[config.mk]
export PLATFORM = sky130hd
export DESIGN_NAME = rib_arbiter
export DESIGN_NICKNAME = d
export VERILOG_FILES = /design/src/rtl/rib_pkg.sv /design/src/rtl/rib_rr_pick.sv /design/src/rtl/rib_arbiter.sv
export SDC_FILE = /design/constraint.sdc
export NUM_CORES = 1
export LEC_CHECK = 0
export ABC_AREA = 1
export CORE_MARGIN = 2
export CORE_UTILIZATION = 55
export CTS_BUF_LIST = sky130_fd_sc_hd__clkbuf_8
export CTS_CLUSTER_DIAMETER = 200
export DETAILED_ROUTE_END_ITERATION = 12
export GPL_TIMING_DRIVEN = 0
export PLACE_DENSITY = 0.9
export SKIP_LAST_GASP = 1
export SLEW_MARGIN = 20
export SYNTH_ARGS = -nofsm -noshare
export SYNTH_HDL_FRONTEND = slang
export SYNTH_SLANG_ARGS = --single-unit
[constraint.sdc]
create_clock -name clk -period 2.5 [get_ports clk]
set_clock_uncertainty 0.2 [all_clocks]
set_input_delay 0.75 -clock clk [delete_from_list [all_inputs] [get_ports clk]]
set_output_delay 0.75 -clock clk [all_outputs]
set_load 0.02 [all_outputs]
[src/rtl/rib_pkg.sv]
// Shared RIB interconnect definitions: master ids, arbiter states and the
// slave address-nibble map that the bus mux decodes.
package rib_pkg;

    localparam int unsigned RIB_NUM_MASTERS  = 4;
    localparam int unsigned RIB_MID_W        = 2;
    localparam int unsigned RIB_BURST_CNT_W  = 8;

    typedef logic [RIB_MID_W-1:0] rib_mid_t;

    typedef enum logic {
        IDLE  = 1'b0,
        OWNED = 1'b1
    } rib_arb_state_e;

    // Upper address nibble selecting each slave on the bus mux.
    localparam logic [3:0] RIB_SLV_ROM_NIB    = 4'h0;
    localparam logic [3:0] RIB_SLV_SRAM_NIB   = 4'h2;
    localparam logic [3:0] RIB_SLV_PERIPH_NIB = 4'h4;
    localparam logic [3:0] RIB_SLV_DDR_NIB    = 4'h8;

    function automatic logic [RIB_NUM_MASTERS-1:0] rib_mid_onehot(input rib_mid_t mid);
        return RIB_NUM_MASTERS'(1) << mid;
    endfunction

endpackage

[src/rtl/rib_rr_pick.sv]
// Rotate-priority picker: first set request bit scanning from ptr upward, mod 4.
module rib_rr_pick
    import rib_pkg::*;
(
    input  logic [3:0] req,
    input  rib_mid_t   ptr,
    output rib_mid_t   idx,
    output logic       found
);

    logic [7:0] req_dbl;
    logic [3:0] req_rot;
    rib_mid_t   ofs;

    // Rotate so that bit 0 is the highest-priority requester.
    assign req_dbl = {req, req};
    assign req_rot = req_dbl[ptr +: 4];

    always_comb begin
        ofs = '0;
        for (int i = 3; i >= 0; i--) begin
            if (req_rot[i]) begin
                ofs = 2'(i);
            end
        end
    end

    assign idx   = ptr + ofs;
    assign found = |req;

endmodule

[src/rtl/rib_arbiter.sv]
// Round-robin bus arbiter for the four RIB masters with lock-aware,
// burst-limited ownership and registered grant outputs.
module rib_arbiter
    import rib_pkg::*;
#(
    parameter int unsigned NUM_MASTERS = RIB_NUM_MASTERS,
    parameter int unsigned MAX_BURST   = 8
) (
    input  logic                   clk,
    input  logic                   rst,
    input  logic [NUM_MASTERS-1:0] req_i,
    input  logic [NUM_MASTERS-1:0] lock_i,
    output logic [1:0]             grant_o,
    output logic                   grant_valid_o,
    output logic [NUM_MASTERS-1:0] hold_flag_o,
    output logic                   busy_o
);

    localparam int unsigned CNT_W = RIB_BURST_CNT_W;
    localparam logic [CNT_W-1:0] BURST_LAST = CNT_W'(MAX_BURST - 1);
    localparam logic [CNT_W-1:0] CNT_SAT    = '1;

    rib_arb_state_e   state_q,     state_d;
    rib_mid_t         owner_q,     owner_d;
    rib_mid_t         rr_ptr_q,    rr_ptr_d;
    logic [CNT_W-1:0] burst_cnt_q, burst_cnt_d;

    logic [NUM_MASTERS-1:0] owner_oh;
    logic [NUM_MASTERS-1:0] others;
    logic [NUM_MASTERS-1:0] pick_req;
    rib_mid_t               pick_ptr;
    rib_mid_t               pick_idx;
    logic                   pick_found;
    rib_mid_t               owner_next;
    logic                   release_own;

    assign owner_oh   = rib_mid_onehot(owner_q);
    assign others     = req_i & ~owner_oh;
    assign owner_next = owner_q + 2'd1;

    // Lock only shields against burst pre-emption; dropping req always releases.
    assign release_own = !req_i[owner_q]
                       || (!lock_i[owner_q] && (others != '0) && (burst_cnt_q >= BURST_LAST));

    // One picker: fresh pick from rr_ptr when idle, handover pick over others when owned.
    always_comb begin
        pick_req = req_i;
        pick_ptr = rr_ptr_q;
        if (state_q == OWNED) begin
            pick_req = others;
            pick_ptr = owner_next;
        end
    end

    rib_rr_pick u_pick (
        .req   (pick_req),
        .ptr   (pick_ptr),
        .idx   (pick_idx),
        .found (pick_found)
    );

    always_ff @(posedge clk or negedge rst) begin
        if (!rst) begin
            state_q     <= IDLE;
            owner_q     <= '0;
            rr_ptr_q    <= '0;
            burst_cnt_q <= '0;
        end else begin
            state_q     <= state_d;
            owner_q     <= owner_d;
            rr_ptr_q    <= rr_ptr_d;
            burst_cnt_q <= burst_cnt_d;
        end
    end

    always_comb begin
        state_d     = state_q;
        owner_d     = owner_q;
        rr_ptr_d    = rr_ptr_q;
        burst_cnt_d = burst_cnt_q;
        case (state_q)
            IDLE: begin
                if (pick_found) begin
                    state_d     = OWNED;
                    owner_d     = pick_idx;
                    burst_cnt_d = '0;
                end
            end
            OWNED: begin
                if (release_own) begin
                    rr_ptr_d = owner_next;
                    if (pick_found) begin
                        owner_d     = pick_idx;
                        burst_cnt_d = '0;
                    end else begin
                        state_d = IDLE;
                    end
                end else if ((others != '0) && (burst_cnt_q != CNT_SAT)) begin
                    // A lone owner never accumulates burst time.
                    burst_cnt_d = burst_cnt_q + 8'd1;
                end
            end
            default: state_d = IDLE;
        endcase
    end

    assign grant_o       = owner_q;
    assign grant_valid_o = (state_q == OWNED);
    assign busy_o        = (state_q == OWNED);
    assign hold_flag_o   = req_i & ~(grant_valid_o ? owner_oh : '0);

endmodule

==> results.toml, run 1 <==
[outcome]
run_status = "finished, final reports clean"

[route]
vias = 1201
drtAntennaViolNets = 0
drt_wl_total_um = 2540
drtIter0Drc = 37
drc = 0
via_per_inst = 5.31
drtPass1Iterations = 4
wl_per_cell_um = 11.2

[grt]
antenna_found_initial = 0
grt_pass1_vias = 1052
grt_util_all_layers = 0.221
grt_overflow = 0
grt_start_max_net_pins = 14
grt_first_pass_wirelength_um = 4180

[sta]
fin_crit_ns = 2.47
slew_violations = 0
worst_slew_pin_slew_ns = 0.569
fmax_mhz = 404
grt_setup_unrepaired = "true"
holdWs_ns = 0.336
slew_headroom = 0.619
setup_viol = 0
min_period_over_period = 0.989
final_hold_viol_count = 0

[placement]
hpwl_um = 1930
io_buffer_count = 17
dp.cells = 219
gp_congestion = 0.911
post_dp_cell_area_mm2 = 0.00131

[synth]
avgSynthCellArea_um2 = 6.33
synth_fp_nets = 190
ys_ff_latch = 13
yosysUniqueCellTypes = 24
ys.warnings.count = 0
yosysSeqAreaShare = 0.294
yosysTopAreaCellShare = 0.294
synth_area_leader_cell = "dfrtp_1"
synth.top_cells.by_area = "dfrtp_1 29%, nand2_1 23%, nand3_1 8.6%"
syn_inst = 175
syn-cell-area_mm2 = 0.00111

[clock_tree]
clock_latency_ns = 0.24
cts_made_buffers = 3
cts_hold_buf = 0
cts_sinks = 13
clockBufferDepth = 2
cts_tree = "yes"
cts_root_buf = "clkbuf_8"
clk_pin_slew_ns = 0.05
htreeDepth = 1

[power]
pwr_density_cell_mw_per_mm2 = 1430
finalPower_uw = 2020
worst_ir_drop_vdd_uv = 782
p_leak_uw = 0.000769

[layout]
final_area_mm2 = 0.00141
final_net_count = 215
fin_cells = 226
syn_to_final_growth_pct = 27.6
diodes = 0
drive_gt1_frac = 0.176

[critical_path]
endpoint_kind = "primary output"
critPathArrivalTime_ns = 1.52
startpoint_type = "input pin"
r2r-start = "grant_o[0]"
cp-startpoint = "req_i[1]"
worst-setup-path-type = "input pin to primary output"
cp_max_fo = 4
required_ns = 1.55

[hold_path]
hp-class = "flip-flop to flip-flop"
worstHoldStart = "burst_cnt_q[1]"

[flow_run]
maxCapViolCount = 0

[floorplan]
die_h_um = 48.9
die_w_um = 48.9
initial_core_util = 0.576
dieArea_mm2 = 0.00239
rows = 16
io_pins = 18
core_area_mm2 = 0.00192
## synth_stat cells
library cell	number
or2_2	4
a21oi_1	7
dfrtp_1	13
nand2_2	1
o21bai_1	1
o21ai_0	10
buf_4	1
nor2_2	1
or2_1	1
nand4_1	5
a21oi_2	1
inv_1	22
nand2_1	67
nand3_1	19
xor2_1	2
a21boi_1	1
nor2_1	3
ha_1	5
nor3_1	2
buf_6	2
o21ai_1	3
inv_2	2
o21ai_2	1
o22ai_1	1
## layout by cell type, fill, tap and decap left out, types with 2 or more instances in the layout
| cell | Yosys | layout |
|---|---|---|
| nand2_1 | 67 | 62 |
| inv_1 | 22 | 23 |
| nand3_1 | 19 | 17 |
| dfrtp_1 | 13 | 11 |
| o21ai_0 | 10 | 10 |
| clkdlybuf4s50_1 | 0 | 10 |
| nand2_2 | 1 | 6 |
| a21oi_1 | 7 | 6 |
| nand4_1 | 5 | 5 |
| ha_1 | 5 | 5 |
| buf_4 | 1 | 5 |
| or2_2 | 4 | 4 |
| buf_6 | 2 | 3 |
| nor2_1 | 3 | 3 |
| clkbuf_8 | 0 | 3 |
| a21oi_2 | 1 | 2 |
| nor3_1 | 2 | 2 |
| nand3_2 | 0 | 2 |
| o21ai_1 | 3 | 2 |
| o21ai_2 | 1 | 2 |
| xor2_1 | 2 | 2 |
| dfrtp_2 | 0 | 2 |
| dlygate4sd2_1 | 0 | 2 |
## cells by family (layout without fill, tap and decap cells)
group / Yosys count / count (layout) / synth area share
AOI/OAI and AO/OA: 25 / 25 / 0.125
xor gates and xnor gates: 2 / 2 / 0.0158
adders and majority gates: 5 / 5 / 0.0565
buffers and inverters: 27 / 51 / 0.108
DFF: 13 / 13 / 0.294
and+or+nand+nor: 103 / 103 / 0.400
## registers in the layout (all words and copies together) (netlist names)
signal	cells
grant_o	2
rr_ptr_q	2
busy_o	1
burst_cnt_q	8
## stage by stage
stage	TNS, ns	utilization	worst slack [ns]
after global routing	-0.145	0.735	-0.0514
after global placement	-4.03	0.682	-0.558
after CTS	-0.0663	0.712	-0.0663
final	0	0.735	0.0272
after floorplan	0	-	0.164
after detailed placement	-4.66	0.682	-0.560
## final cells by class
type	instances	area (µm²)
inverter	24	92.6
multi-input combinational	135	696
tap	27	33.8
timing repair buffer	20	188
sequential	13	328
clock buffer	3	41.3
fill	161	509
buffer	3	30.0
clock inverter	1	3.75
## path summary, 6_finish.rpt
kind / end / cells after the start / slack [ns]
max reg2reg: burst_cnt_q[6] / 11 / 0.24
min reg2reg: burst_cnt_q[1] / 2 / 0.34
min in group asynchronous: burst_cnt_q[7] / 1 / 0.68
min: burst_cnt_q[1] / 2 / 0.34
max in group asynchronous: grant_o[1] / 1 / 1.02
max: hold_flag_o[1] / 4 / 0.03
## power by group
part / leakage, µW / internal [µW] / switching, µW
sequential: 0.000163 / 285 / 86.3
clock: 0.0000269 / 108 / 70.1
combinational: 0.000579 / 557 / 918
## repair_timing
item,4_1_cts,5_1_grt
setup endpoints to repair,9,8
gates resized for setup,27,8
pin swaps,0,2
setup buffers,0,2
gates cloned,0,1
## metal layers
metal	wire, µm	vias to the layer above	track usage	part of all wire
met5	0	-	0	0
met4	55	0	0.0952	0.022
met3	83	7	0.0245	0.033
met2	1390	30	0.425	0.55
met1	1010	546	0.241	0.40
li1	-	618	-	-
## critical path, stage by stage
cell	delay [ns]
clkdlybuf4s50_1	0.50
nand2_2	0.09
inv_1	0.06
buf_4	0.13
(Power assumes the default switching activity.)
==> run 2, diff against run 1 <==
--- a/config.mk
+++ b/config.mk
@@ -18,3 +18,4 @@
 export SYNTH_ARGS = -nofsm -noshare
 export SYNTH_HDL_FRONTEND = slang
 export SYNTH_SLANG_ARGS = --single-unit
+export TNS_END_PERCENT = 30
==> results.toml, run 2 (same netlist as run 1, synthesis figures left out) <==
[outcome]
run_status = "finished with violations"
violations = "negative setup slack"

[flow_run]
maxCapViolCount = 0

[floorplan]
core_area_mm2 = 0.00192
die_h_um = 48.9
dieArea_mm2 = 0.00239
rows = 16
die_w_um = 48.9
initial_core_util = 0.576
io_pins = 18

[hold_path]
hold_path_depth = 2
whs_endpoint = "burst_cnt_q[1]"
hp-class = "flip-flop to flip-flop"
worstHoldStart = "burst_cnt_q[1]"

[critical_path]
r2r_slack_ns = 0.18
r2r-start = "grant_o[1]"
startpoint_type = "input pin"
endpoint_kind = "primary output"
worst-setup-path-type = "input pin to primary output"
worstPathCellList = "clkdlybuf4s50_1 > nand2_1 > inv_1 > buf_2"
critPathArrivalTime_ns = 1.56
worstRegToRegCells = 15
required_ns = 1.55
slowest_stage = "clkdlybuf4s50_1"
cp_max_fo = 4
cpPeakStageDelay_ns = 0.48
crit_family = "buffers and inverters"
path_buf_inv = 3
worst_r2r_endpoint = "grant_o[1]"

[clock_tree]
clockBufferDepth = 2
cts_root_buf = "clkbuf_8"
cts_made_buffers = 3
htreeDepth = 1
cts_sinks = 13
clk_pin_slew_ns = 0.05
cts_tree = "yes"
clock_latency_ns = 0.24

[layout]
final_util = 0.725
syn_to_final_growth_pct = 25.8
final_common_cell = "nand2_1"
diodes = 0
largest_reg_flops = 8
drive_gt1_frac = 0.157
top_register = "burst_cnt_q"
final_net_count = 214
final_area_mm2 = 0.00139
mostFrequentLayoutCells = "63 x nand2_1, 23 x inv_1, 17 x nand3_1"

[sta]
slew_violations = 0
grt_setup_unrepaired = "true"
min_period_over_period = 1.00
fin_ws_ns = -0.00688
worst_slew_pin_slew_ns = 0.568
setup_viol = 1
fmax_mhz = 399
fin_crit_ns = 2.51
holdWs_ns = 0.335
final_hold_viol_count = 0
slew_headroom = 0.620

[placement]
hpwl_um = 1930
io_buffer_count = 17
post_dp_cell_area_mm2 = 0.00131
gp_congestion = 0.911
dpl_worst_slack_ns = -0.560

[grt]
grt_util_all_layers = 0.221
antenna_found_initial = 0
grt_pass1_vias = 1050
grt_start_max_net_pins = 14
grt_overflow = 0
grt_first_pass_wirelength_um = 4200

[route]
drtAntennaViolNets = 0
drtPass1Iterations = 4
vias = 1218
wl_per_cell_um = 11.1
drc = 0
drt_wl_total_um = 2490
drtIter0Drc = 27
via_per_inst = 5.41

[power]
worst_ir_drop_vdd_uv = 817
pwr_density_cell_mw_per_mm2 = 1420
p_leak_uw = 0.000763
run 2: changes by cell type in the layout (fill, tap and decap cells not counted), sizes merged:
cell,previous run,this run
buf,9,8
run 2: worst max path at each step:
stage | cells after the start | to | startpoint | slack (ns)
2_1_floorplan | 15 | grant_o[1] | grant_o[0] | 0.16
4_1_cts | 4 | hold_flag_o[3] | req_i[3] | -0.07
3_3_place_gp | 4 | hold_flag_o[3] | req_i[3] | -0.56
3_5_place_dp | 4 | hold_flag_o[3] | req_i[3] | -0.56
5_1_grt | 6 | hold_flag_o[0] | grant_o[1] | -0.08
6_report | 4 | hold_flag_o[1] | req_i[1] | -0.007
run 2: timing repair:
| action | CTS | global route |
|---|---|---|
| pin swaps | 0 | 2 |
| setup endpoints to repair | 9 | 13 |
| gates cloned | 0 | 1 |
| setup buffers | 0 | 1 |
| gates resized for setup | 23 | 7 |
| hold buffers | 0 | 0 |
run 2: final cells by class:
cell class | instances | area [µm²]
clock inverters | 1 | 3.75
fillers | 165 | 529
repair buffers | 19 | 178
clock buffers | 3 | 41.3
well taps | 27 | 33.8
flip-flops and latches | 13 | 327
multi-input cells | 135 | 689
plain buffers | 3 | 30.0
inverters | 24 | 90.1
run 2: report_power, final:
| group | switching [µW] | internal [µW] | leakage, µW |
|---|---|---|---|
| sequential | 86.9 | 283 | 0.000164 |
| combinational | 896 | 535 | 0.000572 |
| clock | 70.5 | 108 | 0.0000269 |
run 2: layer usage:
| metal | global-route usage | vias to the layer above | share of wire |
|---|---|---|---|
| li1 | - | 617 | - |
| met1 | 0.247 | 567 | 0.41 |
| met2 | 0.420 | 29 | 0.54 |
| met3 | 0.0245 | 5 | 0.038 |
| met4 | 0.0952 | 0 | 0.015 |
| met5 | 0 | - | 0 |
run 2: through the flow:
step	cells	TNS (ns)	power (µW)
2_1_floorplan	175	0	1410
3_3_place_gp	219	-4.03	1670
3_5_place_dp	219	-4.66	1740
4_1_cts	223	-0.177	1920
5_1_grt	225	-0.155	2210
6_report	225	-0.00688	1980
run 2: worst reg2reg max path: cells and delay by family (launching register included):
family	cells	cell delay, ns
flops	1	0.48
buf+inv	2	0.31
simple gates	11	0.78
fa+ha+maj	1	0.31
compound gates	1	0.14
==> run 3, diff against run 2 <==
--- a/config.mk
+++ b/config.mk
@@ -6,6 +6,7 @@
 export NUM_CORES = 1
 export LEC_CHECK = 0
 export ABC_AREA = 1
+export CAP_MARGIN = 10
 export CORE_MARGIN = 2
 export CORE_UTILIZATION = 55
 export CTS_BUF_LIST = sky130_fd_sc_hd__clkbuf_8
==> constraint.sdc (replaced) <==
create_clock -name clk -period 2.7 [get_ports clk]
set_clock_uncertainty 0.2 [all_clocks]
set_input_delay 0.81 -clock clk [delete_from_list [all_inputs] [get_ports clk]]
set_output_delay 0.81 -clock clk [all_outputs]
set_load 0.02 [all_outputs]
==> results.toml, run 3 (same netlist as run 1, synthesis figures left out) <==
[critical_path]
cp_max_fo = 4
cpPeakStageDelay_ns = 0.53
endpoint_kind = "primary output"
worstRegToRegCells = 11
startpoint_type = "input pin"
r2r_slack_ns = 0.30
worstPathCellList = "clkdlybuf4s50_1 > nand2_2 > inv_1 > clkdlybuf4s15_2"
slowest_stage = "clkdlybuf4s50_1"
critPathArrivalTime_ns = 1.75
required_ns = 1.69
worst-setup-path-type = "input pin to primary output"

[grt]
grt_overflow = 0
grt_start_max_net_pins = 14
antenna_found_initial = 0
grt_util_all_layers = 0.222
grt_pass1_vias = 1055
grt_first_pass_wirelength_um = 4210

[route]
drc = 0
drtPass1Iterations = 4
vias = 1198
via_per_inst = 5.37
wl_per_cell_um = 10.9
drt_wl_total_um = 2440
drtIter0Drc = 23
drtAntennaViolNets = 0

[layout]
top_register = "burst_cnt_q"
final_util = 0.707
drive_gt1_frac = 0.128
diodes = 0
mostFrequentLayoutCells = "65 x nand2_1, 23 x inv_1, 19 x nand3_1"
syn_to_final_growth_pct = 22.7
largest_reg_flops = 8
final_net_count = 212
final_common_cell = "nand2_1"

[sta]
holdWs_ns = 0.335
setup_viol = 3
min_period_over_period = 1.02
fin_setup_tns_ns = -0.0716
grt_setup_unrepaired = "true"
slew_headroom = 0.624
fin_ws_ns = -0.0610
worst_slew_pin_slew_ns = 0.562
fin_crit_ns = 2.76
slew_violations = 0
final_hold_viol_count = 0
fmax_mhz = 362

[floorplan]
initial_core_util = 0.576
core_area_mm2 = 0.00192
die_h_um = 48.9
rows = 16
io_pins = 18
dieArea_mm2 = 0.00239
die_w_um = 48.9

[clock_tree]
htreeDepth = 1
clk_pin_slew_ns = 0.05
clock_latency_ns = 0.24
cts_root_buf = "clkbuf_8"
cts_made_buffers = 3
clockBufferDepth = 2
cts_sinks = 13
cts_hold_buf = 0
ctsResizeCount = 13
cts_tree = "yes"
postCtsSetupBuffers = 0

[hold_path]
hp-class = "flip-flop to flip-flop"
hold_path_depth = 2

[outcome]
violations = "negative setup slack"
run_status = "finished with violations"

[flow_run]
maxCapViolCount = 0

[power]
p_leak_uw = 0.000738
pwr_density_cell_mw_per_mm2 = 1320
finalPower_uw = 1790
worst_ir_drop_vdd_uv = 699

[placement]
dpl_worst_slack_ns = -0.480
hpwl_um = 1930
io_buffer_count = 17
gp_congestion = 0.911
run 3: changes by cell type in the layout (fill, tap and decap cells not counted), sizes merged:
cell	delta
clkdlybuf4s50	+3
dlygate4sd2	-2
buf	-3
dlymetal6s2s	-1
clkbuf	+1
run 3: per-layer routing:
layer / up-vias / global-route usage / part of all wire
li1: 611 / - / -
met1: 543 / 0.247 / 0.41
met5: - / 0 / 0
met2: 39 / 0.422 / 0.53
met3: 5 / 0.0245 / 0.038
met4: 0 / 0.0952 / 0.015
run 3: path summary, 6_finish.rpt:
kind                                startpoint              to
worst max-delay path                  req_i[0]  hold_flag_o[0]
worst min-delay path            burst_cnt_q[1]  burst_cnt_q[1]
worst max register to register      grant_o[1]  burst_cnt_q[6]
worst min register to register  burst_cnt_q[1]  burst_cnt_q[1]
max in group asynchronous                  rst      grant_o[0]
min in group asynchronous                  rst  burst_cnt_q[7]
run 3: metrics by stage:
step           area (µm²)  cells
3_5_place_dp         1310    219
5_1_grt              1360    223
6_report             1360    223
4_1_cts              1350    223
2_1_floorplan        1110    175
3_3_place_gp         1310    219
run 3: layout make-up:
| cell class | instances | area, µm² |
|---|---|---|
| multi-input cells | 135 | 674 |
| fillers | 169 | 563 |
| flip-flops and latches | 13 | 327 |
| repair buffers | 17 | 159 |
| inverters | 24 | 90.1 |
| clock buffers | 3 | 41.3 |
| well taps | 27 | 33.8 |
| plain buffers | 3 | 30.0 |
| clock inverters | 1 | 3.75 |
run 3: power breakdown:
part	switching [µW]	internal, µW	total (µW)	leakage (µW)
clock	65.2	100	165	0.0000269
combinational	815	471	1290	0.000547
sequential	80.3	262	342	0.000164
total	961	834	1790	0.000738
run 3: critical path, delay by kind of cell:
family / cells / cell delay, ns
and+or+nand+nor: 1 / 0.10
buffers and inverters: 3 / 0.84
